File: config.mk
export PLATFORM = sky130hd
export DESIGN_NAME = cas_tx_sequencer
export DESIGN_NICKNAME = d
export VERILOG_FILES = /design/src/rtl/cas_tx_sequencer.sv
export SDC_FILE = /design/constraint.sdc
export NUM_CORES = 1
export LEC_CHECK = 0
export ABC_AREA = 1
export CORE_MARGIN = 2
export CORE_UTILIZATION = 30
export CTS_BUF_LIST = sky130_fd_sc_hd__clkbuf_4 sky130_fd_sc_hd__clkbuf_8 sky130_fd_sc_hd__clkbuf_16
export CTS_CLUSTER_SIZE = 30
export DETAILED_ROUTE_END_ITERATION = 6
export HOLD_SLACK_MARGIN = 0.05
export PLACE_DENSITY = 0.59
export SLEW_MARGIN = 30
export SYNTH_ARGS = -nofsm -noshare
export SYNTH_HDL_FRONTEND = slang
export SYNTH_SLANG_ARGS = --single-unit
File: constraint.sdc
create_clock -name clk -period 4.21 [get_ports clk]
set_input_delay 0.842 -clock clk [delete_from_list [all_inputs] [get_ports clk]]
set_output_delay 0.842 -clock clk [all_outputs]
set_load 0.05 [all_outputs]
File: src/rtl/cas_tx_sequencer.sv
// Cassette save-record sequencer: motor on, settle, leader tone, data, trailer, motor off.
// Owns the serial ULA control byte/strobe and the RTS tone gate.
module cas_tx_sequencer #(
  parameter int TICK_DIV     = 1024,
  parameter int MOTOR_SETTLE = 600,
  parameter int LEADER_LEN   = 6000,
  parameter int TRAILER_LEN  = 1200
) (
  input  logic       clk,
  input  logic       nRESET,
  input  logic       start,
  input  logic       abort,
  input  logic [2:0] baud_sel,
  input  logic       data_done,
  output logic [7:0] ctrl_data,
  output logic       ctrl_wr,
  output logic       rts_n,
  output logic       data_en,
  output logic       busy,
  output logic       done,
  output logic       aborted,
  output logic [2:0] state
);

  localparam int PW = (TICK_DIV > 2) ? $clog2(TICK_DIV) : 1;

  typedef enum logic [2:0] {
    S_IDLE, S_MOTOR_ON, S_SETTLE, S_LEADER, S_DATA, S_TRAILER, S_STOP, S_DONE
  } state_t;

  state_t        state_q, state_d;
  logic [PW-1:0] presc_q, presc_d;
  logic [15:0]   tcnt_q, tcnt_d;
  logic [7:0]    ctrl_q, ctrl_d;
  logic          aborted_q, aborted_d;

  logic          tick, last_tick, abort_stop;
  logic [15:0]   tlen;

  assign tick = (presc_q == PW'(TICK_DIV - 1));

  always_comb begin
    tlen = 16'd1;
    case (state_q)
      S_SETTLE:  tlen = 16'(MOTOR_SETTLE);
      S_LEADER:  tlen = 16'(LEADER_LEN);
      S_TRAILER: tlen = 16'(TRAILER_LEN);
      default:   tlen = 16'd1;
    endcase
  end

  assign last_tick = tick && (tcnt_q == tlen - 16'd1);

  always_comb begin
    state_d    = state_q;
    presc_d    = '0;
    tcnt_d     = '0;
    ctrl_d     = ctrl_q;
    aborted_d  = aborted_q;
    abort_stop = 1'b0;
    case (state_q)
      S_IDLE: begin
        if (start && !abort) begin
          ctrl_d    = {1'b1, 1'b0, baud_sel, baud_sel};
          aborted_d = 1'b0;
          state_d   = S_MOTOR_ON;
        end
      end
      S_MOTOR_ON: begin
        if (abort) abort_stop = 1'b1;
        else       state_d    = S_SETTLE;
      end
      S_SETTLE, S_LEADER, S_TRAILER: begin
        if (abort) begin
          abort_stop = 1'b1;
        end else if (last_tick) begin
          // counters left at zero so the next timed state starts clean
          case (state_q)
            S_SETTLE: state_d = S_LEADER;
            S_LEADER: state_d = S_DATA;
            default:  state_d = S_STOP;
          endcase
        end else begin
          presc_d = tick ? '0 : presc_q + PW'(1);
          tcnt_d  = tick ? tcnt_q + 16'd1 : tcnt_q;
        end
      end
      S_DATA: begin
        if (abort)          abort_stop = 1'b1;
        else if (data_done) state_d    = S_TRAILER;
      end
      S_STOP: begin
        if (abort) aborted_d = 1'b1;
        state_d = S_DONE;
      end
      default: begin
        if (abort) aborted_d = 1'b1;
        state_d = S_IDLE;
      end
    endcase
    if (abort_stop) begin
      state_d   = S_STOP;
      aborted_d = 1'b1;
    end
    // motor-off write keeps the baud fields, only bit 7 drops
    if (state_d == S_STOP && state_q != S_STOP) ctrl_d[7] = 1'b0;
  end

  always_ff @(posedge clk or negedge nRESET) begin
    if (!nRESET) begin
      state_q   <= S_IDLE;
      presc_q   <= '0;
      tcnt_q    <= '0;
      ctrl_q    <= 8'h00;
      aborted_q <= 1'b0;
    end else begin
      state_q   <= state_d;
      presc_q   <= presc_d;
      tcnt_q    <= tcnt_d;
      ctrl_q    <= ctrl_d;
      aborted_q <= aborted_d;
    end
  end

  assign ctrl_data = ctrl_q;
  assign ctrl_wr   = (state_q == S_MOTOR_ON) || (state_q == S_STOP);
  assign rts_n     = !((state_q == S_LEADER) || (state_q == S_DATA) || (state_q == S_TRAILER));
  assign data_en   = (state_q == S_DATA);
  assign busy      = (state_q != S_IDLE);
  assign done      = (state_q == S_DONE);
  assign aborted   = aborted_q;
  assign state     = state_q;

endmodule

==> key figures, run 1 <==
Power
  • P_leak: 1.171 nW
  • Power density over the cells: 572.3 nW/um^2
  • Maximum vdd drop: 0.1429 mV

STA
  • Final TNS setup: 0 ns
  • Rel. slew slack: 0.4784
  • Slew at the pin with the worst max-slew slack: 0.7824 ns
  • Slew Viols, Final: 0
  • Achievable clock frequency: 0.3288 GHz
  • Final setup viols: 0
  • RSZ-0062 raised after global routing: false
  • Final WS setup: 1.169 ns
  • Final Critical Period: 3.041 ns
  • Period utilisation layout: 0.7223
  • Final Hold Fails: 0
  • Final Skew: 0.003589 ns

Floorplanning
  • Die area: 8033 um^2
  • IO Pins: 25
  • Core Area: 7176 um^2
  • DIE WIDTH: 89.63 um
  • Std cell rows: 31
  • Initial Util: 0.3065
  • Die Y-Extent: 89.63 um

Finish
  • Fin nets: 324
  • Final core utilization: 0.3599
  • Most frequent cells in the layout: nand2_1, dfrtp_1, inv_1
  • Share of layout cells above drive strength 1: 0.1429
  • Area delta synth->final: 17.41%
  • Area occupied by multi-input gates: 1120 um^2
  • Ant diodes: 0
  • Finished Layout Cells: 414
  • Most common cell after layout, fill and taps aside: nand2_1
  • FILL cells: 743
  • Seq. cell area: 850.8 um^2

Global route
  • Initial antenna violation count: 0
  • GR peak layer: met2
  • Gr ovfl total: 0
  • First-pass GRT wire length: 8128 um
  • Met2 Use GR: 0.2012
  • GR Util met1: 0.1783
  • Largest net degree at the start of global routing: 35
  • Number of global-route vias before repair: 1776
  • GR Util All Layers: 0.1315
  • Grt met3 use: 0.02742

Clock tree
  • Resized cells post-CTS: 0
  • Worst-path clk slew: 0.07 ns
  • Clk sinks: 34
  • Post-CTS Hold Buffers: 0
  • Htree depth: 2
  • CTS root buffer: clkbuf_8
  • Worst-Skew Late Latency: 0.29 ns
  • Max clock buf depth: 2
  • TritonCTS clock tree: done
  • # Post-CTS Setup Buffers: 0
  • TritonCTS Buffers: 5

Synthesis
  • Synth Net Count: 304
  • Syn avg cell area: 7.482 um^2
  • Seq cells post-synth: 34
  • Share of the synthesized area in the top cell type: 0.3868
  • Main area contributors after synthesis: dfrtp_1, nand2_1, inv_1, nor2_1, nand3_1
  • Cell variety after synth: 41
  • YS warnings: 0
  • Yosys top cell by area: dfrtp_1
  • Mapped cell area: 2200 um^2
  • Sequential area share after synthesis: 0.3868
  • Cells after Synth: 294

Placement
  • Placed cells: 406
  • Dpl ws: 1.483 ns
  • Port bufs: 23
  • DP HPWL: 3598 um
  • Placer congestion estimate: 0.9140

Detailed routing
  • DRT Pass-1 Iters: 4
  • Vias post-DR: 1905
  • Vias per cell: 4.601
  • WL/cell: 11.57 um
  • Post-route ant nets: 0
  • DRC viols: 0
  • Initial DRC Count: 75
  • WL final: 4791 um

Critical path
  • Startpoint types: flip-flop
  • Crit. End Element: output pin
  • CP Max Fanout: 11
  • Crit path required time: 3.37 ns
  • Setup CP Type: reg2out
  • Crit path arrival time: 2.20 ns

Outcome
  • Status: finished clean

Run
  • Max Cap Viol: 0

Min path
  • Hold Crit Class: reg2reg
-- cells in the mapped netlist --
master and instances:
nand3b_1 1, nor3_4 1, o211ai_1 1, o21a_1 1, nand3_1 20, a311oi_1 1, inv_2 6, dfrtp_1 34
buf_2 1, and3_1 1, o21bai_1 1, buf_1 1, nor2_4 2, inv_6 1, xor2_1 9, ha_1 2
o21ai_0 6, a22oi_1 1, nand2_1 63, conb_1 1, nand4_1 7, nor2_1 31, nand3_2 4, nor3_2 2
nand3_4 1, nor3_1 9, nand2_2 8, nand2_8 1, xnor2_1 1, o22ai_1 5, or2_2 1, a32o_1 1
buf_4 6, o21ai_1 4, and2_1 1, nand2_4 1, inv_1 33, inv_4 2, nor2_2 6, clkbuf_1 2
a21oi_1 14
-- stage by stage --
stage                     total power, W  instance area, um^2  hold slack, ns
after floorplan                 0.001034                 2200          0.4329
after global placement          0.001231                 2487          0.4516
after detailed placement        0.001230                 2487          0.4506
after CTS                       0.001493                 2582          0.4608
after global routing            0.001581                 2582          0.4986
final                           0.001478                 2582          0.4577
-- logic make-up (layout without fill, tap and decap cells) --
kind of cell	count (synthesis)	in the layout	synth area share
AOI/OAI and AO/OA	35	35	0.09102
xor gates and xnor gates	10	10	0.03982
DFF	34	34	0.3868
adders and majority gates	2	2	0.01137
other	1	1	0.001705
and+or+nand+nor	160	160	0.3652
buffers and inverters	52	73	0.1041
-- area by class of cell --
| class | instances | share of cell area |
|---|---|---|
| multi-input combinational | 208 | 0.4336 |
| sequential | 34 | 0.3295 |
| clock inverter | 2 | 0.004845 |
| clock buffer | 6 | 0.03198 |
| timing repair buffer | 23 | 0.08721 |
| inverter | 42 | 0.06492 |
| tap | 99 | 0.04797 |
-- per-layer routing --
layer | vias up | part of all wire
li1 | 979 | -
met2 | 45 | 0.45
met4 | 0 | 0.026
met1 | 871 | 0.48
met3 | 10 | 0.042
met5 | - | 0
-- state kept, by name, indices dropped and copies added (netlist names) --
register and count:
ctrl_data 4, tcnt_q 16, state 3, presc_q 10, aborted 1
-- critical path, cell delays in order, from the launching register on --
cell and delay (ns):
dfrtp_1 0.61, nand2_1 0.21, nor2_1 0.17, inv_1 0.07, nand2_1 0.06, clkdlybuf4s50_1 0.79
-- where the power goes --
part / leakage [nW] / internal, W / total, W / switching, W
Sequential: 0.458 / 0.000362 / 0.000424 / 0.0000621
Combinational: 0.665 / 0.000251 / 0.000799 / 0.000548
Clock: 0.0472 / 0.000131 / 0.000255 / 0.000123
-- path summary, 6_finish.rpt --
| path | start | endpoint | slack [ns] | cells past startpoint |
|---|---|---|---|---|
| worst min-delay path | presc_q[0]$_DFF_PN0_ | presc_q[0]$_DFF_PN0_ | 0.46 | 1 |
| worst max-delay path | state[1]$_DFF_PN0_ | ctrl_wr | 1.17 | 5 |
| max in group asynchronous | nRESET | ctrl_data[3]$_DFFE_PN0P_ | 3.08 | 1 |
| worst max register to register | state[1]$_DFF_PN0_ | tcnt_q[8]$_DFFE_PN0P_ | 2.08 | 11 |
| worst min register to register | presc_q[0]$_DFF_PN0_ | presc_q[0]$_DFF_PN0_ | 0.46 | 1 |
| min in group asynchronous | nRESET | tcnt_q[13]$_DFFE_PN0P_ | 0.63 | 1 |
(Power assumes the default switching activity.)
==> run 2, diff against run 1 <==
PLACE_DENSITY = 0.61   (was 0.59)
clock period = 2.6 ns   (was 4.21 ns; I/O delays follow)
==> run 2 against run 1 <==
Effect of this change:
- core utilization increased by 0.28 points
- setup slack worse by 0.89 ns
- critical path depth shrank 4
- sequential share of layout area shrank 0.25 points
- count of clock-buffer cells in the layout did not move
- wire length up 3.9%
- global-route usage rose by 1.1 points
- largest power group unchanged
- worst hold slack better by 0.0088 ns
- power grew 63%
- first-iteration DRC count rose by 21%
- clock skew rose by 0.011 ns
- critical endpoint is now state[2]
==> key figures, run 2 (synthesized netlist as in run 1, its figures left out) <==
Critical path
  • Crit path arrival time: 1.80 ns (-0.40 ns)
  • Setup slack, reg-to-reg: 0.46 ns (-1.62 ns)
  • Startpoint types: flip-flop
  • Family with the most delay on the worst path: buffers and inverters
  • CP peak stage delay: 0.89 ns (+0.10 ns)
  • Crit path cell chain: clkdlybuf4s50_1
  • Crit. End Element: output pin
  • Setup CP Type: reg2out
  • Worst R2R Path Depth: 13 (+2)
  • CP bufs+invs: 1 (-1)
  • RR Startpoint: state[2]$_DFF_PN0_
  • Crit path required time: 2.08 ns (-1.29 ns)
  • R2R Path End: tcnt_q[6]$_DFFE_PN0P_
  • Slowest-stage cell, CP: clkdlybuf4s50_1
  • CP Max Fanout: 10 (-1)

Clock tree
  • TritonCTS clock tree: done
  • Max clock buf depth: 2 (unchanged)
  • Worst-Skew Late Latency: 0.30 ns (about the same)
  • Htree depth: 2 (unchanged)
  • Clk sinks: 34 (unchanged)
  • Worst-path clk slew: 0.09 ns (+0.02 ns)
  • TritonCTS Buffers: 5 (unchanged)
  • Post-CTS Hold Buffers: 0 (unchanged)
  • Resized cells post-CTS: 0 (unchanged)
  • # Post-CTS Setup Buffers: 0 (unchanged)
  • CTS root buffer: clkbuf_8

Finish
  • Design area: 2603 um^2 (+0.78%)
  • Ant diodes: 0 (unchanged)
  • Share of layout cells above drive strength 1: 0.1577 (+0.01487)
  • Largest register FFs: 16 (unchanged)
  • FILL cells: 779 (+4.8%)
  • Most common cell after layout, fill and taps aside: nand2_1
  • Seq. cell area: 850.8 um^2 (unchanged)
  • Fin nets: 326 (+0.62%)
  • Most frequent cells in the layout: nand2_1, dfrtp_1, inv_1
  • Area occupied by multi-input gates: 1122 um^2 (+0.22%)
  • Area delta synth->final: 18.32%
  • Top reg by flops: tcnt_q

Placement
  • Port bufs: 23 (unchanged)
  • Placed cell areas: 2502 um^2 (+0.60%)
  • Placer congestion estimate: 0.8656 (-5.3%)
  • DP HPWL: 3735 um (+3.8%)

Global route
  • First-pass GRT wire length: 8804 um (+8.3%)
  • GR Util All Layers: 0.1420 (+0.01053)
  • Number of global-route vias before repair: 1902 (+7.1%)
  • Initial antenna violation count: 0 (unchanged)
  • Gr ovfl total: 0 (unchanged)
  • Largest net degree at the start of global routing: 35 (unchanged)

STA
  • Final Hold Fails: 0 (unchanged)
  • RSZ-0062 raised after global routing: false
  • Slew Viols, Final: 0 (unchanged)
  • Final TNS setup: 0 ns (unchanged)
  • Period utilisation layout: 0.8909
  • Rel. slew slack: 0.6565 (+0.1781)
  • Final setup viols: 0 (unchanged)
  • Final Critical Period: 2.316 ns
  • Slew at the pin with the worst max-slew slack: 0.5136 ns (-0.2688 ns)
  • Final Skew: 0.01467 ns (+0.01108 ns)
  • Achievable clock frequency: 0.4317 GHz

Min path
  • Hold Crit Class: reg2reg
  • Worst Hold Launch: presc_q[0]$_DFF_PN0_
  • End of the worst hold path: presc_q[0]$_DFF_PN0_
  • Hold Path Stages: 1 (unchanged)

Floorplanning
  • Die area: 8033 um^2 (unchanged)
  • DIE WIDTH: 89.63 um (unchanged)
  • Die Y-Extent: 89.63 um (unchanged)
  • Core Area: 7176 um^2 (unchanged)
  • IO Pins: 25 (unchanged)
  • Initial Util: 0.3065 (unchanged)
  • Std cell rows: 31 (unchanged)

Detailed routing
  • WL final: 4978 um (+3.9%)
  • WL/cell: 11.97 um (+3.4%)
  • Vias post-DR: 1906 (+0.052%)
  • DRT Pass-1 Iters: 4 (unchanged)
  • Post-route ant nets: 0 (unchanged)
  • Vias per cell: 4.582 (-0.43%)
  • DRC viols: 0 (unchanged)
  • Initial DRC Count: 91 (+21%)

Run
  • Max Cap Viol: 0 (unchanged)

Outcome
  • Status: finished clean

Power
  • Maximum vdd drop: 0.3295 mV (+130%)
  • Power density over the cells: 925.7 nW/um^2 (+62%)
  • P_leak: 1.201 nW (+2.5%)
## run 2: how the worst max path moves through the flow
stage	from	end	slack (ns)	cells after the start
floorplan	state[0]$_DFF_PN0_	rts_n	0.24	5
global placement	state[0]$_DFF_PN0_	busy	0.43	5
detailed placement	state[0]$_DFF_PN0_	busy	0.39	5
CTS	state[2]$_DFF_PN0_	data_en	0.07	3
global route	state[2]$_DFF_PN0_	tcnt_q[6]$_DFFE_PN0P_	0.21	13
finish	state[2]$_DFF_PN0_	state[2]	0.28	1
## run 2: area by class of cell
class	instances	area share
Tap cell	99	0.04760
Timing Repair Buffer	25	0.09327
Sequential cell	34	0.3269
Inverter	42	0.06442
Clock inverter	2	0.004808
Clock buffer	6	0.03173
Multi-Input combinational cell	208	0.4313
## run 2: per-stage QoR
step | std cells | power [W] | utilization | worst slack, ns | hold WS [ns]
after floorplan | 294 | 0.001678 | - | 0.2363 | 0.2244
after global placement | 408 | 0.002000 | 0.3487 | 0.4277 | 0.4502
after detailed placement | 408 | 0.002003 | 0.3487 | 0.3858 | 0.4625
after CTS | 416 | 0.002431 | 0.3620 | 0.07066 | 0.4724
after global routing | 416 | 0.002592 | 0.3627 | 0.2097 | 0.4948
final | 416 | 0.002409 | 0.3627 | 0.2836 | 0.4666
## run 2: layer usage
| layer | part of all wire | global-route usage |
|---|---|---|
| met2 | 0.46 | 0.2293 |
| met5 | 0 | 0 |
| met3 | 0.046 | 0.03199 |
| met4 | 0.011 | 0.03799 |
| met1 | 0.49 | 0.1925 |
## run 2: where the power goes
part / internal, W / switching [W] / leakage, nW
registers: 0.000586 / 0.0000842 / 0.458
logic: 0.000407 / 0.000902 / 0.695
clock network: 0.000213 / 0.000216 / 0.0472
==> edit 1 (settings of run 2) <==
Set the parameter `LEADER_LEN` to 4096 (it was 6000).
--- a/src/rtl/cas_tx_sequencer.sv
+++ b/src/rtl/cas_tx_sequencer.sv
@@ -4,5 +4,5 @@
   parameter int TICK_DIV     = 1024,
   parameter int MOTOR_SETTLE = 600,
-  parameter int LEADER_LEN   = 6000,
+  parameter int LEADER_LEN   = 4096,
   parameter int TRAILER_LEN  = 1200
 ) (
Function: same outputs for any inputs over 10 cycles, from zero or initial values and one cycle with nRESET low; that may be too few to reach the edited logic, so the function may still have changed.
==> edit 1 against run 2 <==
- fmax decreased by 6.9%
- first-iteration DRC count is 40% higher
- final area down 4.8%
- critical path type unchanged
- worst setup slack lost 170 ps
- highest routed layer unchanged
- sequential cell count stayed put
- synthesized area down 5.6%
- routed wire length fell by 13%
- critical path depth up 2
- combinational power is 12% lower
- die area down 5.4%
- sequential share of layout area increased by 1.6 points
- total power is 5.5% lower
==> edit 1: results <==
[cells_and_area]
nNetsFinal = 317
area_growth_pct = 19.41
n_all_inverters = 49
layout.nonclk_buf_frac = 0.09692
fillers = 683
drive_gt1_frac = 0.1136
clock_area_frac = 0.04442
seq_share = 0.3433
multi_input_area_um2 = 983.4
nNonClkBuffers = 24
final_cells = 388
multi_input_gates = 193
design.seq.count = 34

[power]
powerSeq_mw = 0.676
pwr-share-comb = 0.507
vdd_drop_max_mv = 0.2414
power_switching_share = 0.4650
power_mw = 2.275

[synthesis]
synthTopCellsByCount = "nand2_1, inv_1, nor2_1"
syn_avg_cell_area_um2 = 7.335
seq_area_frac_synth = 0.4099
synth_nets = 293
synthTopCellsByArea = "dfrtp_1, nand2_1, inv_1, nor2_1, a21oi_1"
synth_cell_types = 32

[setup_path]
worstSetupPathType = "flop to primary output"
crit_end = "done"
rr_endpoint = "tcnt_q[15]"
critical_path.max_stage_delay_ps = 840
ff2ff_setup_slack_ps = 630

[clock_network]
path_clk_slew_ps = 70
clk-insertion-delay-late_ps = 280

[detailed_routing]
via_count = 1779
wl_met1_um = 2225
wl_met3_um = 159
drt_wl_total_um = 4320
wl_met2_um = 1865

[sta]
fin_ws_ps = 112.4
worst_slew_pin_slew_ps = 506.6
hold_ws_ps = 471.1
skew_ps = 3.333

[placement]
pre_cts_ws_ps = 411.5
hpwlAfterDp_um = 3255
portBuffers = 23
post_dp_cell_area_um2 = 2366

[global_route]
grt_pass1_wl_um = 7831
grt_pass1_vias = 1730
use_met1 = 0.1776
grtUsageMet2 = 0.1999
grt_usage = 0.1300

[status]
status = "finished clean"

[min_path]
worstHoldStart = "presc_q[0]"
==> edit 1: cell count changes in the layout (fill, tap and decap cells not counted), sizes merged, moves of 3 or more <==
cell,change
nor3,+6
o22ai,-5
xor2,-7
nand4,-3
nand2,-5
a21oi,+7
clkdlybuf4s50,+4
inv,+6
buf,-4
nand3,-5
==> edit 1: cell families (layout without fill, tap and decap cells) <==
family | after synthesis | in the layout | share of synthesized area
simple gates | 153 | 153 | 0.3629
buf+inv | 56 | 81 | 0.1163
compound gates | 35 | 35 | 0.08861
flops | 34 | 34 | 0.4099
fa+ha+maj | 2 | 2 | 0.01205
xor+xnor | 2 | 2 | 0.008440
other cells | 1 | 1 | 0.001807
==> edit 1: timing repair <==
action / CTS / global route
buffers inserted: 0 / 0
hold endpoints to repair: 0 / 0
setup endpoints to repair: 0 / 1
gates resized for setup: 0 / 1
==> edit 2 (flow settings as in run 2) <==
Without the edit above. Register the outputs `ctrl_wr`, `rts_n`, `data_en`, `busy` and `done`, with the module's reset; this adds one clock of latency there. The other outputs are not delayed to match.
--- a/src/rtl/cas_tx_sequencer.sv
+++ b/src/rtl/cas_tx_sequencer.sv
@@ -124,9 +124,19 @@
 
   assign ctrl_data = ctrl_q;
-  assign ctrl_wr   = (state_q == S_MOTOR_ON) || (state_q == S_STOP);
-  assign rts_n     = !((state_q == S_LEADER) || (state_q == S_DATA) || (state_q == S_TRAILER));
-  assign data_en   = (state_q == S_DATA);
-  assign busy      = (state_q != S_IDLE);
-  assign done      = (state_q == S_DONE);
+  always_ff @(posedge clk or negedge nRESET) begin
+    if (!nRESET) begin
+      ctrl_wr <= '0;
+      rts_n   <= '0;
+      data_en <= '0;
+      busy    <= '0;
+      done    <= '0;
+    end else begin
+      ctrl_wr <= (state_q == S_MOTOR_ON) || (state_q == S_STOP);
+      rts_n   <= !((state_q == S_LEADER) || (state_q == S_DATA) || (state_q == S_TRAILER));
+      data_en <= (state_q == S_DATA);
+      busy    <= (state_q != S_IDLE);
+      done    <= (state_q == S_DONE);
+    end
+  end
   assign aborted   = aborted_q;
   assign state     = state_q;
Behaviour: not the same (a bounded check fails within 4 cycles, from zero or initial values and one cycle with nRESET low).
==> edit 2 against run 2 <==
- first-iteration DRC count is 6.6% lower
- final area increased by 4.0%
- synthesized area up 5.7%
- largest cell class unchanged
- highest routed layer unchanged
- worst setup slack better by 9.3 ps
- total power up 2.5%
- global-route usage down 1.5 points
- sequential cell count increased by 5
- routed wire length down 0.24%
==> edit 2: results <==
[status]
status = "finished clean"

[synthesis]
synth_warnings = 0
ys_async_sr_fraction = 1.000
seq_area_frac_synth = 0.4198
synthTopCellsByArea = "dfrtp_1, nand2_1, inv_1, nor2_1, nand3_1"
synthTopCellsByCount = "nand2_1, dfrtp_1, inv_1"
synth_cell_types = 41
synth_nets = 309

[setup_path]
critPathArrivalTime_ps = 1790

[placement]
post_dp_cell_area_um2 = 2616
gp_congestion = 0.8644
hpwlAfterDp_um = 3740

[power]
power_switching_share = 0.4754
vdd_drop_max_mv = 0.2469
p_leak_nw = 1.233

[clock_network]
clk-insertion-delay-late_ps = 290
clock_path_buffers = 2
cts_htree_levels = 2

[global_route]
grt_max_degree = 40
grtUsageMet3 = 0.02547
use_met1 = 0.1740
grt_pass1_wl_um = 8687
grtUsageMet2 = 0.2047
grt_pass1_vias = 1848
grt_usage = 0.1268

[cells_and_area]
drive_gt1_frac = 0.1406
regMostFlops = "tcnt_q"
largest_reg_flops = 16
nNetsFinal = 329

[detailed_routing]
drt-initial-drc-count = 85
wl_per_cell_um = 11.77
via_count = 1935

[sta]
worst_slew_pin_slew_ps = 506.6
skew_ps = 5.357

[min_path]
min_path_type = "input pin to asynchronous set/reset pin"
## edit 2: cell types whose count changed after synthesis
cell | run 2 | this run
dfrtp_1 | 34 | 39
## edit 2: cell type report
class | count | area, um2
sequential | 39 | 975.9
multi-input combinational | 208 | 1120
fill | 821 | 4900
clock inverter | 1 | 5.005
inverter | 42 | 167.7
timing repair buffer | 23 | 227.7
tap | 102 | 127.6
clock buffer | 7 | 83.83
## edit 2: power groups by stage
stage / clock network (mW) / logic [mW] / registers, mW
after floorplan: 0 / 0.725 / 1.03
after global placement: 0 / 1.24 / 0.816
after detailed placement: 0 / 1.25 / 0.818
after CTS: 0.437 / 1.25 / 0.807
after global routing: 0.463 / 1.35 / 0.822
final: 0.427 / 1.24 / 0.803
## edit 2: final timing paths
path                            depth (start not counted)        from          to  slack, ps
worst min-delay path                                    1      nRESET    state[2]        190
max in group asynchronous                               1      nRESET  presc_q[1]       2060
worst max-delay path                                    1    state[2]    state[2]        290
worst max register to register                         13    state[2]   tcnt_q[4]        500
worst min register to register                          1  presc_q[0]  presc_q[0]        460
min in group clk                                        1  presc_q[0]  presc_q[0]        460
## edit 2: per-layer routing
| metal | part of all wire | up-vias |
|---|---|---|
| met3 | 0.031 | 6 |
| met2 | 0.46 | 32 |
| met5 | 0 | - |
| met4 | 0.012 | 0 |
| li1 | - | 990 |
| met1 | 0.50 | 907 |
## edit 2: per-stage QoR
step,std cells,setup slack (ps)
after global placement,414,454.8
after CTS,422,271.7
after global routing,422,235.4
after detailed placement,414,398.6
final,422,293.0
after floorplan,299,575.7
## edit 2: kinds of logic (layout without fill, tap and decap cells)
group | after synthesis | after routing | share of synthesized area
fa+ha+maj | 2 | 2 | 0.01076
buf+inv | 52 | 73 | 0.09849
xor+xnor | 10 | 10 | 0.03768
flops | 39 | 39 | 0.4198
compound gates | 35 | 35 | 0.08612
other cells | 1 | 1 | 0.001613
simple gates | 160 | 160 | 0.3455
